**config.mk**
```make
export PLATFORM = sky130hd
export DESIGN_NAME = ape_enc
export DESIGN_NICKNAME = d
export VERILOG_FILES = /design/src/rtl/ape_enc.sv
export SDC_FILE = /design/constraint.sdc
export NUM_CORES = 1
export LEC_CHECK = 0
export ABC_CLOCK_PERIOD_IN_PS = 3000
export BUFFER_PORTS_ARGS = -buffer_cell sky130_fd_sc_hd__buf_2
export CAP_MARGIN = 10
export CORE_MARGIN = 2
export CORE_UTILIZATION = 40
export CTS_CLUSTER_SIZE = 28
export DETAILED_ROUTE_END_ITERATION = 16
export GPL_TIMING_DRIVEN = 0
export PLACE_DENSITY = 0.7
export SETUP_SLACK_MARGIN = 0.05
export SLEW_MARGIN = 20
export SYNTH_ARGS = -nofsm -noshare
export SYNTH_HDL_FRONTEND = slang
export SYNTH_SLANG_ARGS = --single-unit
```
**constraint.sdc**
```tcl
create_clock -name clk -period 3 [get_ports clk]
set_input_delay 0.45 -clock clk [delete_from_list [all_inputs] [get_ports clk]]
set_output_delay 0.45 -clock clk [all_outputs]
set_load 0.05 [all_outputs]
```
**src/rtl/ape_enc.sv**
```systemverilog
// APE authenticated-encryption engine, 34-bit rate / 16-bit capacity (50-bit state).
// Absorbs plaintext blocks, emits one ciphertext block each, then holds the tag.
module ape_enc (
    input  logic        clk,
    input  logic        error,
    input  logic [63:0] key_i,
    input  logic        start_i,
    input  logic [33:0] ptext_i,
    input  logic        plast_i,
    input  logic        pvalid_i,
    output logic        pready_o,
    output logic [33:0] ctext_o,
    output logic        cvalid_o,
    input  logic        cready_i,
    output logic [15:0] tag_o,
    output logic        tag_valid_o,
    output logic        busy_o
);

    localparam logic [33:0] IV = 34'h0;

    typedef enum logic [1:0] {
        IDLE   = 2'd0,
        ABSORB = 2'd1,
        OUT    = 2'd2,
        DONE   = 2'd3
    } state_e;

    // Per-round constants for the four Feistel rounds of the permutation.
    function automatic logic [24:0] round_const(input logic [1:0] rnd);
        logic [24:0] rc;
        case (rnd)
            2'd0:    rc = 25'h0A5F0C3;
            2'd1:    rc = 25'h13C96E1;
            2'd2:    rc = 25'h1F0E2D5;
            2'd3:    rc = 25'h0725B79;
            default: rc = 25'h0000000;
        endcase
        return rc;
    endfunction

    // Forward permutation: 4-round Feistel on 25-bit halves, so the decryptor
    // can invert it round by round with the same round function.
    function automatic logic [49:0] ape_perm(input logic [49:0] s);
        logic [24:0] l;
        logic [24:0] r;
        logic [24:0] t;
        l = s[49:25];
        r = s[24:0];
        for (int i = 0; i < 4; i++) begin
            t = l ^ ({r[19:0], r[24:20]} & {r[13:0], r[24:14]})
                  ^ {r[23:0], r[24]} ^ round_const(2'(i));
            l = r;
            r = t;
        end
        return {l, r};
    endfunction

    state_e      state_q, state_d;
    logic [49:0] st_q, st_d;
    logic [15:0] key_q, key_d;
    logic [33:0] ctext_q, ctext_d;
    logic        last_q, last_d;
    logic [49:0] perm_out_s;

    // Next-state and datapath update.
    always_comb begin
        state_d    = state_q;
        st_d       = st_q;
        key_d      = key_q;
        ctext_d    = ctext_q;
        last_d     = last_q;
        perm_out_s = ape_perm({st_q[49:16] ^ ptext_i, st_q[15:0]});
        case (state_q)
            IDLE, DONE: begin
                if (start_i) begin
                    st_d    = {IV, key_i[15:0]};
                    key_d   = key_i[15:0];
                    state_d = ABSORB;
                end else begin
                    state_d = state_q;
                end
            end
            ABSORB: begin
                if (pvalid_i) begin
                    st_d    = perm_out_s;
                    ctext_d = perm_out_s[49:16];
                    last_d  = plast_i;
                    state_d = OUT;
                end else begin
                    state_d = ABSORB;
                end
            end
            OUT: begin
                if (cready_i) begin
                    state_d = last_q ? DONE : ABSORB;
                end else begin
                    state_d = OUT;
                end
            end
            default: state_d = IDLE;
        endcase
    end

    // State registers with synchronous reset.
    always_ff @(posedge clk) begin
        if (error) begin
            state_q <= IDLE;
            st_q    <= 50'h0;
            key_q   <= 16'h0;
            ctext_q <= 34'h0;
            last_q  <= 1'b0;
        end else begin
            state_q <= state_d;
            st_q    <= st_d;
            key_q   <= key_d;
            ctext_q <= ctext_d;
            last_q  <= last_d;
        end
    end

    // Outputs decode registered state only; data buses are zero when not valid.
    always_comb begin
        pready_o    = (state_q == ABSORB);
        cvalid_o    = (state_q == OUT);
        tag_valid_o = (state_q == DONE);
        busy_o      = (state_q == ABSORB) || (state_q == OUT);
        ctext_o     = cvalid_o ? ctext_q : 34'h0;
        tag_o       = tag_valid_o ? (st_q[15:0] ^ key_q) : 16'h0;
    end

endmodule

```
==> out/results.md, run 1 <==
| Step | Parameter | Value |
|:---|:---|:---|
| timing | Final setup violation count | 9 |
| clock network | Clock sink total | 103 |
| synth | Number of flops mapped to enable cells by yosys | 0 |
| synth | Unique cell type count in the Yosys netlist | 63 |
| final layout | Final std cells w/o fill | 1332 |
| final layout | Final cell area excluding filler cells | 0.01069 mm² |
| routing | Remaining antenna violation count after routing | 0 |
| grt | Initial antenna violation count | 1 |
| floorplanning | Overall die height | 142.2 µm |
| synth | Simple-Gate Fraction of Synth Area | 0.2141 |
| clock network | H-tree depth | 3 |
| synth | Fraction of synthesized cell area taken by the top area cell type | 0.2698 |
| routing | Wire length per cell after detailed routing | 21.36 µm |
| timing | Final Max Tran Viols | 0 |
| routing | Violation count after the first detailed-route iteration | 674 |
| timing | Number of hold violations in the final report | 0 |
| floorplanning | Std-Cell Rows | 50 |
| critical path | Type of element capturing the critical path | flip-flop |
| synth | Biggest area contributors in the synthesized netlist | dfxtp_1 (27%), xnor2_1 (9.7%), xnor3_1 (9.1%) |
| critical path | Startpoint class of the critical path | flip-flop |
| timing | Final period util | 1.035 |
| floorplanning | Top Ports | 158 |
| timing | Worst setup slack after layout | -0.1039 ns |
| min path | Worst Hold Class | primary input to flip-flop |
| clock network | CTS tree | built |
| placement | GP Congestion | 0.9817 |
| final layout | Register Area | 0.002102 mm² |
| critical path | Class of the most critical setup path | flip-flop to flip-flop |
| synth | Count of yosys warnings during synthesis | 0 |
| grt | Overflow left after global routing | 0 |
| synth | Share of synthesized area occupied by flip-flops and latches | 0.2698 |
| grt | Largest net degree at the start of global routing | 18 |
| timing | Maximum clock skew at final layout | 0.01520 ns |
| clock network | Number of clock buffers inserted by TritonCTS | 9 |
| synth | Post-Syn Nets | 982 |
| placement | Number of placed instances, taps included | 1218 |
| critical path | Worst path arrival time | 3.32 ns |
| synth | Post-synthesis compound-gate area fraction | 0.1427 |
| synth | Number of synthesized register bits | 103 |
| synth | Post-Synthesis Cells | 875 |
| final layout | Final-stage net count | 1199 |
| synth | Xor/xnor share of the synthesized area | 0.3344 |
| synth | Biggest area consumer among synthesized cells | dfxtp_1 |
| synth | Post-synthesis async set-or-reset flop share | 0 |
| grt | Wire length of the first global-routing pass | 40060 µm |
| routing | Post-detailed-route via-to-cell ratio | 5.625 |
| synth | Post-synthesis mux area share | 0.002783 |
| grt | Number of global-route vias before repair | 6851 |
| clock network | Maximum number of buffers from clock root to sink | 2 |
| final layout | Number of fillers in the final layout | 1607 |
| floorplanning | Initial core utilization | 0.4086 |
| placement | Placed wire-length estimate after detailed placement | 19650 µm |
| clock network | Latest clock arrival within the worst-skew pair | 0.37 ns |
| placement | Cell area reported after detailed placement | 0.008496 mm² |
| flow run | Maxcap violations | 0 |
| clock network | Root buffer cell | clkbuf_16 |
| routing | Total Wirelength | 28450 µm |
| floorplanning | Die Area | 0.02023 mm² |
| synth | Largest family of logic cells by synthesized area | XOR/XNOR gates |
| outcome | Result of the run | complete, but fails checks |
| clock network | CTS hold repair buffers | 0 |
| outcome | Violated checks | setup timing |
| grt | GRT Resource Usage Total | 0.2660 |
| synth | Syn Std Cell Area | 0.007644 mm² |
| timing | Max-Slew Margin vs Limit | 0.3015 |
| floorplanning | Std-Cell Core Area | 0.01871 mm² |
| synth | Average instance area after synthesis | 8.736 µm² |
| routing | Remaining design rule violation count | 0 |
| clock network | Worst-path clk slew | 0.08 ns |
| critical path | Endpoint required time on the critical path | 3.22 ns |
| timing | Fmax achieved | 322.2 MHz |
| timing | Final setup TNS | -0.3840 ns |
| synth | Synthesized-area fraction occupied by adder cells | 0.004911 |
| synth | Primary flip-flop cell chosen by synthesis mapping | dfxtp_1 |
| timing | Slew at the pin with the worst max-slew slack | 1.044 ns |
| final layout | Multi-input gate area in the final layout | 0.006370 mm² |
| timing | Final period demand of the worst path | 3.104 ns |
| final layout | Proportion of layout cells with a drive suffix above 1 | 0.3956 |
| floorplanning | Chip width | 142.2 µm |
| final layout | Area growth from synthesis to final layout | 39.84% |
| timing | Setup repair after global routing missed its margin | true |
| routing | TritonRoute pass-1 iters | 5 |
| placement | PortBufs | 109 |
| critical path | Maximum net fanout on the critical path | 4 |
| routing | Total vias in the final route | 7492 |
==> cells in the mapped netlist, types with 2 or more instances <==
library cell / n
nand2b_1: 6
clkbuf_1: 37
or2_1: 2
xnor3_1: 31
a21o_1: 5
nor3b_1: 9
xor3_1: 17
o211ai_1: 3
xor2_1: 52
buf_2: 8
o31ai_1: 5
o21ai_1: 7
xnor2_2: 4
o22ai_1: 7
and2_1: 57
or2_2: 3
o21a_1: 5
xnor2_1: 85
or2_4: 2
a31oi_1: 7
ha_1: 3
nand2_1: 110
a21boi_0: 2
xnor2_4: 2
or3_1: 5
dfxtp_1: 103
inv_1: 8
nand3_1: 10
a22oi_1: 21
and3_1: 7
o21ai_0: 28
buf_4: 2
nor4_2: 3
o31a_1: 2
nor2_1: 82
or4_4: 2
nor4b_1: 7
nor3_1: 21
a211oi_1: 9
buf_1: 4
a2bb2o_1: 2
nor2b_1: 3
a21oi_1: 63
xor2_2: 5
==> final timing paths <==
check / from / to / slack [ns] / depth (start not counted)
setup / recovery: st_q[26] / st_q[16] / -0.10 / 10
hold / removal: plast_i / last_q / 0.32 / 3
setup reg to reg: st_q[26] / st_q[16] / -0.10 / 10
hold reg to reg: last_q / last_q / 0.46 / 2
==> area by class of cell <==
type | instances | area share
Buffer | 47 | 0.02119
Timing Repair Buffer | 210 | 0.1271
Sequential cell | 103 | 0.1967
Antenna cell | 1 | 0.0002341
Clock buffer | 10 | 0.02236
Tap cell | 234 | 0.02739
Multi-Input combinational cell | 713 | 0.5959
Clock inverter | 6 | 0.006321
Inverter | 8 | 0.002809
==> placed cells by master (no fill, tap or decap), types with 5 or more instances in the layout <==
cell / count
nand2_1: 104
clkbuf_16: 9
a211oi_1: 6
xor2_2: 16
a21o_1: 5
nor2_1: 76
dfxtp_4: 6
o22ai_1: 7
dfxtp_2: 14
dfxtp_1: 83
xnor2_2: 43
a31oi_1: 7
nor2_2: 5
buf_4: 95
and2_1: 53
xnor3_1: 8
nand2_2: 5
buf_2: 110
nor3_2: 7
xor2_1: 32
nor4b_1: 7
nor3_1: 12
xor3_2: 6
nand2b_1: 6
a22oi_1: 19
nor3b_1: 7
xnor3_2: 23
o21ai_0: 24
xnor2_1: 41
inv_1: 8
xor3_1: 12
a21oi_1: 56
nand3_1: 9
o21ai_1: 11
buf_6: 12
xnor2_4: 7
xor2_4: 10
a21oi_2: 7
clkbuf_1: 33
==> through the flow <==
step                hold WS [ns]    util  setup WS [ns]
floorplan                 0.4317       -        0.06236
global placement          0.4431  0.4542        -0.9811
detailed placement        0.4464  0.4542        -0.9786
CTS                       0.3198  0.5288      -0.003048
global route              0.3273  0.5713        -0.1106
finish                    0.3179  0.5714        -0.1039
==> per-layer routing <==
metal / vias to the layer above / share of wire / GRT usage
li1: 3397 / - / -
met1: 3574 / 0.39 / 0.3548
met2: 428 / 0.46 / 0.4170
met3: 91 / 0.11 / 0.07100
met4: 2 / 0.039 / 0.09368
met5: - / 0.00049 / 0
==> logic make-up after synthesis <==
group                    count (synthesis)
XOR/XNOR                               198
buffers and inverters                   59
adder cells (fa/ha/maj)                  3
AO/OA/AOI/OAI                          176
multiplexers                             2
flip-flops                             103
AND/OR/NAND/NOR                        334
==> worst max-delay path, cell delays in order (launching register included) <==
cell and delay [ns]:
dfxtp_2 0.33, xnor3_2 0.46, and3_4 0.22, or2_4 0.27
nor3_2 0.41, nor4_4 0.10, buf_4 0.19, o31a_1 0.32
o21ai_1 0.25, xor2_2 0.30, o21ai_0 0.12
==> state kept, by name, summed over array words and instances, names as in the netlist <==
name,cells
ctext_q,34
key_q,16
last_q,1
st_q,50
state_q,2
==> timing repair <==
item / in CTS / in global routing
setup buffers: 65 / 36
endpoints found under the setup margin: 74 / 38
pin swaps: 60 / 48
gates resized for setup: 120 / 110
Power of run 1 is not shown: default switching activity piles up to over one toggle a cycle in this logic, so the estimate is an artifact.
==> run 2, diff against run 1 <==
- ABC_CLOCK_PERIOD_IN_PS: 3000 -> 2880
- PLACE_DENSITY: 0.7 -> 0.67
- clock period: 3 -> 2.88 ns (I/O delays scaled with it)
==> out/results.md, run 2 (synthesis gave the netlist of run 1 again) <==
| Step | Parameter | Value | Change |
|:---|:---|:---|:---|
| outcome | Result of the run | complete, but fails checks | unchanged |
| outcome | Violated checks | setup timing | unchanged |
| min path | Cell depth of the worst hold path | 3 | unchanged |
| timing | Final Max Tran Viols | 0 | unchanged |
| floorplanning | Std-Cell Core Area | 0.01871 mm² | unchanged |
| routing | Remaining design rule violation count | 0 | unchanged |
| final layout | Final-stage net count | 1257 | was 1199 |
| routing | Wire length per cell after detailed routing | 23.70 µm | was 21.36 µm |
| critical path | Cell depth of the worst flop-to-flop path | 11 | was 10 |
| timing | Number of hold violations in the final report | 0 | unchanged |
| grt | Wire length of the first global-routing pass | 42430 µm | was 40060 µm |
| placement | Placed wire-length estimate after detailed placement | 19980 µm | was 19650 µm |
| routing | Remaining antenna violation count after routing | 0 | unchanged |
| critical path | Critical path cell sequence | xnor2_1 > nor2_1 > nand2_1 > mux2i_4 > nor4_4 > buf_4 > o211ai_1 > buf_4 > a211oi_2 > o21ai_1 > o311ai_2 | was xnor3_2 > and3_4 > or2_4 > nor3_2 > nor4_4 > buf_4 > o31a_1 > o21ai_1 > xor2_2 > o21ai_0 |
| critical path | CP peak stage delay | 0.82 ns | was 0.46 ns |
| final layout | Antenna cell count | 0 | was 1 |
| timing | Final period util | 1.090 | was 1.035 |
| floorplanning | Die Area | 0.02023 mm² | unchanged |
| critical path | Endpoint required time on the critical path | 3.15 ns | was 3.22 ns |
| clock network | Latest clock arrival within the worst-skew pair | 0.37 ns | about the same |
| routing | Violation count after the first detailed-route iteration | 841 | was 674 |
| final layout | Max FFs per register | 50 | unchanged |
| routing | Post-detailed-route via-to-cell ratio | 5.810 | was 5.625 |
| critical path | Class of the most critical setup path | flip-flop to flip-flop | unchanged |
| timing | Final setup violation count | 41 | was 9 |
| routing | Total Wirelength | 32930 µm | was 28450 µm |
| timing | Fmax achieved | 318.5 MHz | was 322.2 MHz |
| flow run | Maxcap violations | 0 | unchanged |
| final layout | Largest reg by FF count | st_q | unchanged |
| grt | Initial antenna violation count | 0 | was 1 |
| min path | Worst Hold Class | primary input to flip-flop | unchanged |
| clock network | Worst-path clk slew | 0.08 ns | about the same |
| timing | Worst setup slack after layout | -0.2595 ns | was -0.1039 ns |
| critical path | CP most frequent cell | buf_4 |  |
| floorplanning | Initial core utilization | 0.4086 | unchanged |
| routing | Total vias in the final route | 8070 | was 7492 |
| final layout | Registers with the most flip-flops | st_q: 50 flops, ctext_q: 34 flops, key_q: 16 flops | unchanged |
| placement | GP Congestion | 0.9468 | was 0.9817 |
| routing | TritonRoute pass-1 iters | 5 | unchanged |
| final layout | Number of fillers in the final layout | 1422 | was 1607 |
| grt | Largest net degree at the start of global routing | 18 | unchanged |
| final layout | Proportion of layout cells with a drive suffix above 1 | 0.4892 | was 0.3956 |
| clock network | CTS hold repair buffers | 0 | unchanged |
| critical path | Worst path arrival time | 3.41 ns | was 3.32 ns |
| clock network | Clock sink total | 103 | unchanged |
| timing | Max-Slew Margin vs Limit | 0.2406 | was 0.3015 |
| timing | Setup repair after global routing missed its margin | true | unchanged |
| critical path | Type of element capturing the critical path | flip-flop | unchanged |
| final layout | Most frequent cells in the layout | buf_4 (132), buf_2 (109), nand2_1 (92) | was buf_2 (110), nand2_1 (104), buf_4 (95) |
| placement | PortBufs | 109 | unchanged |
| floorplanning | Overall die height | 142.2 µm | unchanged |
| critical path | Maximum net fanout on the critical path | 4 | unchanged |
| clock network | Root buffer cell | clkbuf_16 | unchanged |
| grt | Overflow left after global routing | 0 | unchanged |
| final layout | Utilization of the core after routing | 0.6361 | was 0.5714 |
| floorplanning | Std-Cell Rows | 50 | unchanged |
| clock network | CTS tree | built | unchanged |
| clock network | H-tree depth | 3 | unchanged |
| timing | Maximum clock skew at final layout | 0.01183 ns | was 0.01520 ns |
| clock network | Maximum number of buffers from clock root to sink | 2 | unchanged |
| grt | GRT Resource Usage Total | 0.2829 | was 0.2660 |
| clock network | Number of clock buffers inserted by TritonCTS | 9 | unchanged |
| timing | Worst hold slack across all endpoints | 0.3057 ns | was 0.3179 ns |
| floorplanning | Chip width | 142.2 µm | unchanged |
| floorplanning | Top Ports | 158 | unchanged |
| timing | Final period demand of the worst path | 3.139 ns | was 3.104 ns |
| timing | Slew at the pin with the worst max-slew slack | 1.135 ns | was 1.044 ns |
| critical path | Startpoint class of the critical path | flip-flop | unchanged |
| final layout | Area growth from synthesis to final layout | 55.66% | was 39.84% |
| critical path | Slowest-stage cell, CP | xnor2_1 | was xnor3_2 |
| grt | Number of global-route vias before repair | 7308 | was 6851 |
| final layout | Commonest non-fill, non-tap cell in the layout | buf_4 | was buf_2 |
[run 2: area by class of cell]
type / count / area (µm²) / share of cell area
multi-input cells: 713 / 7012 / 0.5893
plain buffers: 47 / 244.0 / 0.02051
repair buffers: 268 / 1871 / 0.1572
clock inverters: 6 / 92.59 / 0.007782
well taps: 234 / 292.8 / 0.02461
flip-flops and latches: 103 / 2127 / 0.1788
inverters: 8 / 30.03 / 0.002524
clock buffers: 10 / 229.0 / 0.01924
[run 2: worst max-delay path: cells and delay by family (launching register included)]
family                 cells  cell delay, ns
AO/OA/AOI/OAI              4            0.80
XOR/XNOR                   1            0.82
buffers and inverters      2            0.40
flip-flops                 1            0.36
multiplexers               1            0.11
AND/OR/NAND/NOR            3            0.55
[run 2: metal layers]
metal / wire length, µm / GRT usage / vias up
li1: - / - / 3506
met1: 12370 / 0.3687 / 3916
met2: 15450 / 0.4658 / 504
met3: 3055 / 0.05585 / 144
met4: 2051 / 0.1063 / 0
met5: 0 / 0 / -
[run 2: final timing paths]
path                  to  slack, ns   startpoint
max             st_q[18]      -0.26     st_q[19]
min             key_q[2]       0.31     key_i[2]
max reg2reg     st_q[18]      -0.26     st_q[19]
min reg2reg  ctext_q[29]       0.46  ctext_q[29]
[run 2: timing repair]
action | 4_1_cts | 5_1_grt
buffers inserted | 97 | 62
setup endpoints to repair | 82 | 58
pin swaps | 87 | 75
resized for setup | 184 | 186
[run 2: stage by stage]
| step | setup WS (ns) | cell area (µm²) | TNS, ns | cells |
|---|---|---|---|---|
| finish | -0.2595 | 11900 | -3.334 | 1389 |
| global route | -0.2708 | 11900 | -5.012 | 1389 |
| CTS | -0.1058 | 10510 | -0.6067 | 1327 |
| detailed placement | -1.089 | 8549 | -40.69 | 1218 |
| global placement | -1.085 | 8549 | -40.17 | 1218 |
| floorplan | 0.04234 | 7711 | 0 | 875 |
Power of run 2 is left out for the same reason.
